**config.mk**
```make
export PLATFORM = sky130hd
export DESIGN_NAME = uart_tx_frame_ctrl
export DESIGN_NICKNAME = d
export VERILOG_FILES = /design/src/rtl/uart_tx_frame_ctrl.sv
export SDC_FILE = /design/constraint.sdc
export NUM_CORES = 1
export LEC_CHECK = 0
export BUFFER_PORTS_ARGS = -buffer_cell sky130_fd_sc_hd__buf_2
export CAP_MARGIN = 20
export CORE_MARGIN = 2
export CORE_UTILIZATION = 32
export DETAILED_ROUTE_END_ITERATION = 7
export MAX_ROUTING_LAYER = met4
export PLACE_DENSITY = 0.63
export SKIP_LAST_GASP = 1
export SYNTH_ARGS = -nofsm -noshare
export SYNTH_HDL_FRONTEND = slang
export SYNTH_SLANG_ARGS = --single-unit
```
**constraint.sdc**
```tcl
create_clock -name clk -period 4.2 [get_ports clk]
set_clock_uncertainty 0.05 [all_clocks]
set_input_delay 0 -clock clk [delete_from_list [all_inputs] [get_ports clk]]
set_output_delay 0 -clock clk [all_outputs]
set_load 0.005 [all_outputs]
```
**src/rtl/uart_tx_frame_ctrl.sv**
```systemverilog
// UART transmit frame controller: sequences an external 8-bit LSB-first serializer
// and muxes start, data, optional parity and stop bits onto the TX line.
`timescale 1ns/1ps
module uart_tx_frame_ctrl (
  input  logic       clk,
  input  logic       rst,
  input  logic [7:0] p_data,
  input  logic       data_valid,
  input  logic       par_en,
  input  logic       par_typ,
  input  logic       ser_data,
  input  logic       ser_done,
  output logic [7:0] ser_p_data,
  output logic       load,
  output logic       ser_en,
  output logic       tx_out,
  output logic       busy,
  output logic [2:0] state_dbg
);

  typedef enum logic [2:0] {
    IDLE   = 3'd0,
    START  = 3'd1,
    DATA   = 3'd2,
    PARITY = 3'd3,
    STOP   = 3'd4
  } state_t;

  state_t state;
  logic   par_en_q;
  logic   par_typ_q;
  logic   parity_bit;

  // Handshake: data_valid is a request with an implicit ready of !busy; a request
  // is taken on a clock edge in IDLE only, anything presented while busy is dropped.
  always_ff @(posedge clk or negedge rst) begin
    if (!rst) begin
      state      <= IDLE;
      ser_p_data <= 8'h00;
      par_en_q   <= 1'b0;
      par_typ_q  <= 1'b0;
      load       <= 1'b0;
      ser_en     <= 1'b0;
      busy       <= 1'b0;
    end else begin
      case (state)
        IDLE: begin
          if (data_valid) begin
            ser_p_data <= p_data;
            par_en_q   <= par_en;
            par_typ_q  <= par_typ;
            load       <= 1'b1;
            busy       <= 1'b1;
            state      <= START;
          end
        end
        START: begin
          load   <= 1'b0;
          ser_en <= 1'b1;
          state  <= DATA;
        end
        DATA: begin
          if (ser_done) begin
            ser_en <= 1'b0;
            state  <= par_en_q ? PARITY : STOP;
          end
        end
        PARITY: begin
          state <= STOP;
        end
        STOP: begin
          busy  <= 1'b0;
          state <= IDLE;
        end
        default: begin
          load   <= 1'b0;
          ser_en <= 1'b0;
          busy   <= 1'b0;
          state  <= IDLE;
        end
      endcase
    end
  end

  // Parity comes from the latched byte so live p_data cannot disturb a frame.
  assign parity_bit = (^ser_p_data) ^ par_typ_q;

  always_comb begin
    tx_out = 1'b1;
    case (state)
      START:   tx_out = 1'b0;
      DATA:    tx_out = ser_data;
      PARITY:  tx_out = parity_bit;
      default: tx_out = 1'b1;
    endcase
  end

  assign state_dbg = state;

endmodule
```
==> results.json, run 1 <==
{
  "status": "finished clean",
  "syn2layout_area_growth_pct": 41.3,
  "cp_max_fo": 3,
  "regArea_um2": 400,
  "fmax_mhz": 600,
  "grt_start_max_net_pins": 17,
  "antenna_cells": 0,
  "yosys_warnings": 0,
  "die-height_um": 53.1,
  "synth_area_leaders": "dfrtp_1, mux2_2, xnor2_1",
  "instances_no_fill": 132,
  "final_core_util_pct": 48.4,
  "post-cts-setup-buffer-count": 0,
  "clockBufferDepth": 2,
  "rsz0062_at_grt": "no",
  "port_buffers": 29,
  "wirelength_um": 1500,
  "finalCriticalPeriod_ns": 1.67,
  "postPlaceCellArea_um2": 925,
  "drive_above_1_share_pct": 43.3,
  "clkTransAtPathRegs_ns": 0.10,
  "vdd_drop_max_v": 0.000380,
  "required_ns": 4.15,
  "dp.cells": 115,
  "r2r-start": "state_dbg[1]",
  "vias": 601,
  "h-tree-depth": 1,
  "synth.distinct_cells": 23,
  "wire_per_inst_um": 11.3,
  "rows": 17,
  "swShare_pct": 34.6,
  "worst_setup_path_end_kind": "primary output",
  "grt_overflow": 0,
  "dieArea_mm2": 0.00282,
  "antenna_found_initial": 0,
  "critPathKind": "reg2out",
  "pwr-share-seq_pct": 39.3,
  "grt_pass1_vias": 589,
  "hold_viol": 0,
  "hold_path.class": "in2reg",
  "clk_latency_ns": 0.28,
  "worstMarginPinSlew_ns": 0.536,
  "drcViolationCount": 0,
  "track_usage_pct": 13.6,
  "num-fill-cells": 226,
  "start_util_pct": 34.2,
  "synth_top_area_share_pct": 51.9,
  "worstPathArrival_ns": 1.62,
  "critPathLaunch": "ser_p_data[2]",
  "final_nets": 120,
  "syn_area_um2": 772,
  "switching_power_uw": 276,
  "coreArea_mm2": 0.00225,
  "grt_pass1_wl_um": 2560,
  "cts_tree": "built",
  "drtPass1Iterations": 2,
  "fin_area_mm2": 0.00109,
  "drv_slew": 0,
  "max_cap_viol_count": 0,
  "cts.sink_count": 16,
  "p_clk_share_pct": 12.8,
  "synth_cells": 61,
  "yosysTopAreaCell": "dfrtp_1",
  "vias_per_cell": 4.55,
  "ant_nets": 0,
  "cts_root_buf": "clkbuf_4",
  "min_from": "data_valid",
  "io_pins": 30,
  "place.gp.congestion": 0.743,
  "setup_viol_count_final": 0,
  "die_w_um": 53.1,
  "cts_buffers": 3,
  "crit_path_start_kind": "flop",
  "cellPowerDensity_mw_per_mm2": 731,
  "syn_nets": 76,
  "avgSynthCellArea_um2": 12.7,
  "drtIter0Drc": 2,
  "p_leak_nw": 0.511,
  "hpwl_um": 1120,
  "synth_seq_cells": 16,
  "p_comb_share_pct": 48.0,
  "multi_input_area_um2": 329,
  "timing.final.crit_share_pct": 39.7,
  "fin_tns_setup_ns": 0,
  "p_int_uw": 522,
  "ys_seq_area_share_pct": 51.9,
  "max_slew_margin_pct": 64.2
}
## per-stage QoR
stage	power [mW]	hold slack (ns)	setup slack, ns
after CTS	0.809	0.0154	2.50
after global routing	0.870	0.0235	2.40
after floorplan	0.587	-0.346	2.74
final	0.798	0.0264	2.53
after global placement	0.678	-0.120	2.58
after detailed placement	0.689	-0.116	2.54
## layout make-up
cell class,instances,share of cell area (%)
Clock buffer,4,3.33
Inverter,4,1.38
Multi-Input combinational cell,38,30.2
Sequential cell,16,36.7
Tap cell,28,3.21
Timing Repair Buffer,42,25.2
## layer usage
layer / track usage, % / wire length, µm / up-vias
met5: - / 0 / -
met3: 2.54 / 46 / 2
met2: 20.8 / 735 / 13
met1: 15.7 / 688 / 289
li1: - / - / 297
met4: 10.3 / 27 / 0
## state kept, by name, indices dropped and copies added (netlist names)
signal and cells:
busy 1, load 1, state_dbg 3, ser_p_data 8, par_en_q 1, ser_en 1, par_typ_q 1
## power groups by stage
stage          clock network, mW  registers, mW  logic, mW
4_1_cts                    0.107          0.314      0.389
3_5_place_dp                   0          0.317      0.372
6_report                   0.102          0.313      0.383
5_1_grt                    0.114          0.329      0.428
2_1_floorplan                  0          0.296      0.290
3_3_place_gp                   0          0.313      0.365
## final timing paths
kind | to | slack [ns] | cells past startpoint
max | tx_out | 2.53 | 4
min in group asynchronous | state_dbg[1] | 0.09 | 2
min | load | 0.03 | 3
min reg2reg | busy | 0.44 | 1
max in group asynchronous | ser_p_data[4] | 3.75 | 2
max reg2reg | par_typ_q | 2.54 | 3
## cells by family (layout without fill, tap and decap cells)
logic type | count (synthesis) | in the layout | synth area share [%]
buffers and inverters | 7 | 50 | 5.51
AOI/OAI and AO/OA | 11 | 11 | 9.24
muxes | 11 | 11 | 15.7
xor gates and xnor gates | 6 | 6 | 8.59
DFF | 16 | 16 | 51.9
and+or+nand+nor | 10 | 10 | 9.08
## cells in the mapped netlist
cell type / instances
dfrtp_1: 16
mux2_2: 9
inv_1: 4
a21oi_1: 3
xnor2_1: 3
buf_6: 2
mux2i_1: 2
nand2_1: 2
nand3_1: 2
nor2_1: 2
o211ai_1: 2
o21ai_0: 2
xor2_1: 2
a211oi_1: 1
a21o_2: 1
buf_2: 1
nand2b_4: 1
nand3b_1: 1
nor3_4: 1
nor3b_1: 1
o21a_1: 1
o31ai_1: 1
xnor3_1: 1
## repair_timing
action | 4_1_cts | 5_1_grt
hold endpoints to repair | 27 | 0
gates resized for setup | 0 | 0
hold buffers | 13 | 0
setup endpoints to repair | 0 | 0
## worst max-delay path, cell delays in order, from the launching register on
cell	delay, ns
dfrtp_1	0.42
xor2_1	0.17
xnor3_1	0.42
o211ai_1	0.19
buf_2	0.14
## layout by cell type (no fill, tap or decap), types with 2 or more instances in the layout
cell type | netlist | final
o211ai_1 | 2 | 2
nor2_1 | 2 | 2
mux2_2 | 9 | 9
inv_1 | 4 | 4
xnor2_1 | 3 | 3
dlygate4sd3_1 | 0 | 13
a21oi_1 | 3 | 3
clkbuf_4 | 0 | 3
o21ai_0 | 2 | 2
buf_2 | 1 | 29
nand3_1 | 2 | 2
dfrtp_1 | 16 | 16
nand2_1 | 2 | 2
xor2_1 | 2 | 2
mux2i_1 | 2 | 2
Note: power is estimated with default switching activity, not from simulation.
==> run 2, diff against run 1 <==
ABC_AREA = 1   (was default)
PLACE_DENSITY = 0.64   (was 0.63)
clock period = 1.5 ns   (was 4.2 ns; I/O delays follow)
==> results.json, run 2 <==
{
  "place.gp.congestion": 0.805,
  "synth.most_common_cell": "nand2_1",
  "antenna_cells": 0,
  "yosys_warnings": 0,
  "finalCriticalPeriod_ns": 1.49,
  "worstMarginPinSlew_ns": 0.372,
  "postPlaceCellArea_mm2": 0.00105,
  "setup_slack_ns": 0.00654,
  "cts_buffers": 3,
  "largest_reg_flops": 8,
  "synth_area_leaders": "dfrtp_1, nand2_1, a21oi_2",
  "cellPowerDensity_mw_per_mm2": 2120,
  "dieArea_mm2": 0.00318,
  "status": "finished clean",
  "worstPathArrival_ns": 1.44,
  "synth.distinct_cells": 24,
  "final_core_util_pct": 46.9,
  "p_total_mw": 2.67,
  "final_common_cell": "buf_2",
  "syn_nets": 118,
  "async_reset_ff_share_pct": 100,
  "grt_start_max_net_pins": 20,
  "synth_top_cells_by_count": "nand2_1, dfrtp_1, inv_1",
  "final_cell_mix": "buf_2, nand2_1, dfrtp_1",
  "max_slew_margin_pct": 75.2,
  "avgSynthCellArea_um2": 8.54,
  "p_leak_nw": 0.657,
  "required_ns": 1.45,
  "dp.cells": 162,
  "slowest_stage": "dfrtp_1",
  "synth_edf_count": 0,
  "timing.final.crit_share_pct": 99.6,
  "clk_latency_ns": 0.27,
  "num-fill-cells": 276,
  "rsz0062_at_grt": "yes",
  "wire_per_inst_um": 10.9,
  "io_pins": 30,
  "fmax_mhz": 670,
  "fin_area_mm2": 0.00126,
  "drtPass1Iterations": 4,
  "pre_cts_ws_ns": 0.111,
  "die_w_um": 56.4,
  "grt_pass1_vias": 838,
  "cts_root_buf": "clkbuf_4",
  "hold_path.class": "in2reg",
  "hold_viol": 0,
  "drv_slew": 0,
  "rows": 19,
  "die-height_um": 56.4,
  "vias_per_cell": 4.63,
  "instances_no_fill": 181,
  "drcViolationCount": 0,
  "synth_ff_type": "dfrtp_1",
  "synth_seq_cells": 16,
  "ant_nets": 0,
  "start_util_pct": 32.7,
  "ys_seq_area_share_pct": 45.5,
  "largest-register": "ser_p_data",
  "whs_ns": 0.100,
  "critPathKind": "reg2out",
  "worst_setup_path_end_kind": "primary output",
  "coreArea_mm2": 0.00269,
  "reg2reg_slack_ns": 0.13,
  "hpwl_um": 1490,
  "fin_tns_setup_ns": 0,
  "grt_pass1_wl_um": 3420,
  "wirelength_um": 1980,
  "antenna_found_initial": 0,
  "grt_overflow": 0,
  "setup_viol_count_final": 0,
  "drtIter0Drc": 5,
  "cts.sink_count": 16,
  "max_cap_viol_count": 0,
  "clockBufferDepth": 2,
  "track_usage_pct": 13.4,
  "drive_above_1_share_pct": 44.7,
  "final_nets": 166,
  "crit_path_start_kind": "flop",
  "vias": 838,
  "syn_area_um2": 880,
  "slowest_delay_ns": 0.42,
  "cp_cell_sequence": "inv_2 -> nand2_1 -> nand2_1 -> nand2_1 -> nand3_2 -> nand2_1 -> nand2_1 -> nand3_2 -> nand2_1 -> buf_2",
  "cts_tree": "built",
  "synth_top_area_share_pct": 45.5,
  "port_buffers": 29,
  "cpMostUsedCell": "nand2_1",
  "vdd_drop_max_v": 0.00100,
  "synth_cells": 103,
  "cp_max_fo": 4,
  "yosysTopAreaCell": "dfrtp_1",
  "h-tree-depth": 1,
  "syn2layout_area_growth_pct": 43.2,
  "clkTransAtPathRegs_ns": 0.09
}
run 2: worst max-delay path: cells and delay by family (launching register included):
family                 cells  cell delay [ns]
flip-flops                 1             0.42
buffers and inverters      2             0.19
AND/OR/NAND/NOR            8             0.55
run 2: layout make-up:
cell class / instances / area, µm² / share of cell area, %
timing repair buffer: 44 / 288 / 22.8
inverter: 15 / 58.8 / 4.67
multi-input combinational: 71 / 438 / 34.8
tap: 31 / 38.8 / 3.08
sequential: 16 / 400 / 31.8
clock buffer: 4 / 36.3 / 2.88
run 2: worst paths after layout:
kind	to	from	cells past startpoint
max in group asynchronous	ser_p_data[2]	rst	2
min in group asynchronous	busy	rst	2
max	tx_out	ser_p_data[5]	10
max reg2reg	ser_p_data[0]	state_dbg[1]	5
min	state_dbg[0]	data_valid	3
min reg2reg	busy	busy	2
run 2: where the power goes:
group / total (mW) / switching, mW / internal [mW]
registers: 0.833 / 0.194 / 0.639
clock network: 0.272 / 0.125 / 0.147
logic: 1.56 / 0.873 / 0.690
run 2: layer usage:
layer	up-vias	global-route usage (%)	part of all wire [%]	wire, µm
met5	-	-	0	0
met4	0	1.70	0	0
met3	0	2.76	3.7	74
met2	17	22.3	51	1000
met1	402	17.4	46	902
li1	419	-	-	-
run 2: timing repair:
item	in CTS	in global routing
endpoints found under the hold margin	27	0
buffers inserted	0	3
hold buffers	12	0
endpoints found under the setup margin	1	4
pin swaps	0	5
resized for setup	5	5
run 2: cell families after synthesis:
family	synth area share, %
buf+inv	7.97
flops	45.5
compound gates	12.4
xor+xnor	1.99
mux	5.12
simple gates	27.0
==> run 3, diff against run 2 <==
==> constraint.sdc (replaced) <==
create_clock -name clk -period 1.5 [get_ports clk]
set_clock_uncertainty 0.05 [all_clocks]
set_input_delay 0.225 -clock clk [delete_from_list [all_inputs] [get_ports clk]]
set_output_delay 0.225 -clock clk [all_outputs]
set_load 0.005 [all_outputs]
==> results.json, run 3 (synthesized netlist as in run 2, its figures left out) <==
{
  "crit_path_start_kind": "flop",
  "drive_above_1_share_pct": 48.6,
  "die-height_um": 56.4,
  "drtIter0Drc": 3,
  "ant_nets": 0,
  "slowest_delay_ns": 0.43,
  "cp_max_fo": 4,
  "slowest_stage": "dfrtp_1",
  "timing.final.crit_share_pct": 112,
  "pre_cts_ws_ns": 0.0680,
  "max_slew_margin_pct": 75.2,
  "worst_setup_path_end_kind": "primary output",
  "critPathLaunch": "ser_p_data[3]",
  "final_nets": 158,
  "track_usage_pct": 12.7,
  "drv_slew": 0,
  "cellPowerDensity_mw_per_mm2": 2280,
  "wire_per_inst_um": 10.9,
  "antenna_cells": 0,
  "grt_overflow": 0,
  "hold_viol": 0,
  "cp_cell_sequence": "inv_2 -> nand2_1 -> nand2_1 -> nand2_1 -> nand3_2 -> nand3_1 -> nand3_1 -> nand2_1 -> buf_2",
  "dp.cells": 163,
  "failed_checks": "negative setup slack",
  "min_from": "p_data[6]",
  "largest_reg_flops": 8,
  "clockBufferDepth": 2,
  "critPathKind": "reg2out",
  "coreArea_mm2": 0.00269,
  "clkTransAtPathRegs_ns": 0.10,
  "cts_buffers": 3,
  "fin_area_mm2": 0.00115,
  "wirelength_um": 1880,
  "cpMostUsedCell": "nand2_1",
  "p_total_mw": 2.63,
  "max_cap_viol_count": 0,
  "die_w_um": 56.4,
  "worstPathArrival_ns": 1.40,
  "grt_start_max_net_pins": 18,
  "instances_no_fill": 173,
  "clk_latency_ns": 0.28,
  "cts_tree": "built",
  "place.gp.congestion": 0.899,
  "hold_path.class": "in2reg",
  "grt_pass1_vias": 793,
  "status": "complete, but fails checks",
  "h-tree-depth": 1,
  "worstMarginPinSlew_ns": 0.372,
  "hpwl_um": 1430,
  "vias_per_cell": 4.55,
  "grt_pass1_wl_um": 3230,
  "rsz0062_at_grt": "yes",
  "cts.sink_count": 16,
  "required_ns": 1.22,
  "cts_root_buf": "clkbuf_4",
  "r2r-start": "state_dbg[1]",
  "fmax_mhz": 597,
  "antenna_found_initial": 0,
  "start_util_pct": 32.7,
  "port_buffers": 29,
  "largest-register": "ser_p_data",
  "drcViolationCount": 0,
  "reg2reg_slack_ns": 0.10,
  "vias": 787,
  "setup_viol_count_final": 1,
  "setup_slack_ns": -0.175,
  "final_core_util_pct": 42.9,
  "postPlaceCellArea_mm2": 0.00106,
  "p_leak_nw": 0.624,
  "finalCriticalPeriod_ns": 1.67,
  "syn2layout_area_growth_pct": 31.2,
  "io_pins": 30,
  "dieArea_mm2": 0.00318,
  "final_cell_mix": "nand2_1, buf_2, dfrtp_1",
  "drtPass1Iterations": 4,
  "rows": 19,
  "vdd_drop_max_v": 0.000960
}
## run 3: cell types whose count changed in the layout (fill, tap and decap cells not counted), sizes merged
cell / before / now
dlygate4sd3: 12 / 1
buf: 32 / 35
## run 3: metrics by stage
stage          TNS (ns)  hold slack [ns]
3_5_place_dp          0            0.118
6_report         -0.175            0.119
2_1_floorplan         0           -0.121
4_1_cts          -0.201            0.107
3_3_place_gp          0            0.107
5_1_grt          -0.313            0.105
## run 3: where the power goes
part,internal [mW],total [mW],switching [mW]
Sequential,0.639,0.846,0.208
Combinational,0.696,1.50,0.803
Clock,0.147,0.284,0.136
Total,1.48,2.63,1.15
## run 3: final timing paths
check / end / depth (start not counted)
setup / recovery: tx_out / 9
hold / removal: ser_p_data[6] / 2
setup reg to reg: par_typ_q / 5
hold reg to reg: busy / 2
max in group asynchronous: ser_p_data[3] / 2
min in group asynchronous: busy / 2
## run 3: worst max-delay path: cells and delay by family (launching register included)
kind	cells	cell delay [ns]
DFF	1	0.43
buffers and inverters	2	0.21
and+or+nand+nor	7	0.47
## run 3: routing by layer
metal,routed length [µm],track usage [%]
met1,807,15.6
met5,0,-
met4,0,1.02
met3,88,3.23
met2,985,21.8
## run 3: layout make-up
class                   instances  area [µm²]
clock buffers                   4        36.3
fillers                       275        1530
inverters                      15        58.8
multi-input cells              71         419
flip-flops and latches         16         400
well taps                      31        38.8
repair buffers                 36         200
## run 3: what timing repair did
| action | 4_1_cts | 5_1_grt |
|---|---|---|
| endpoints found under the hold margin | 16 | 0 |
| buffers inserted | 3 | 2 |
| gates resized for setup | 5 | 3 |
| endpoints found under the setup margin | 1 | 1 |
| hold buffers | 1 | 0 |
| gates cloned | 0 | 0 |
| pin swaps | 3 | 3 |
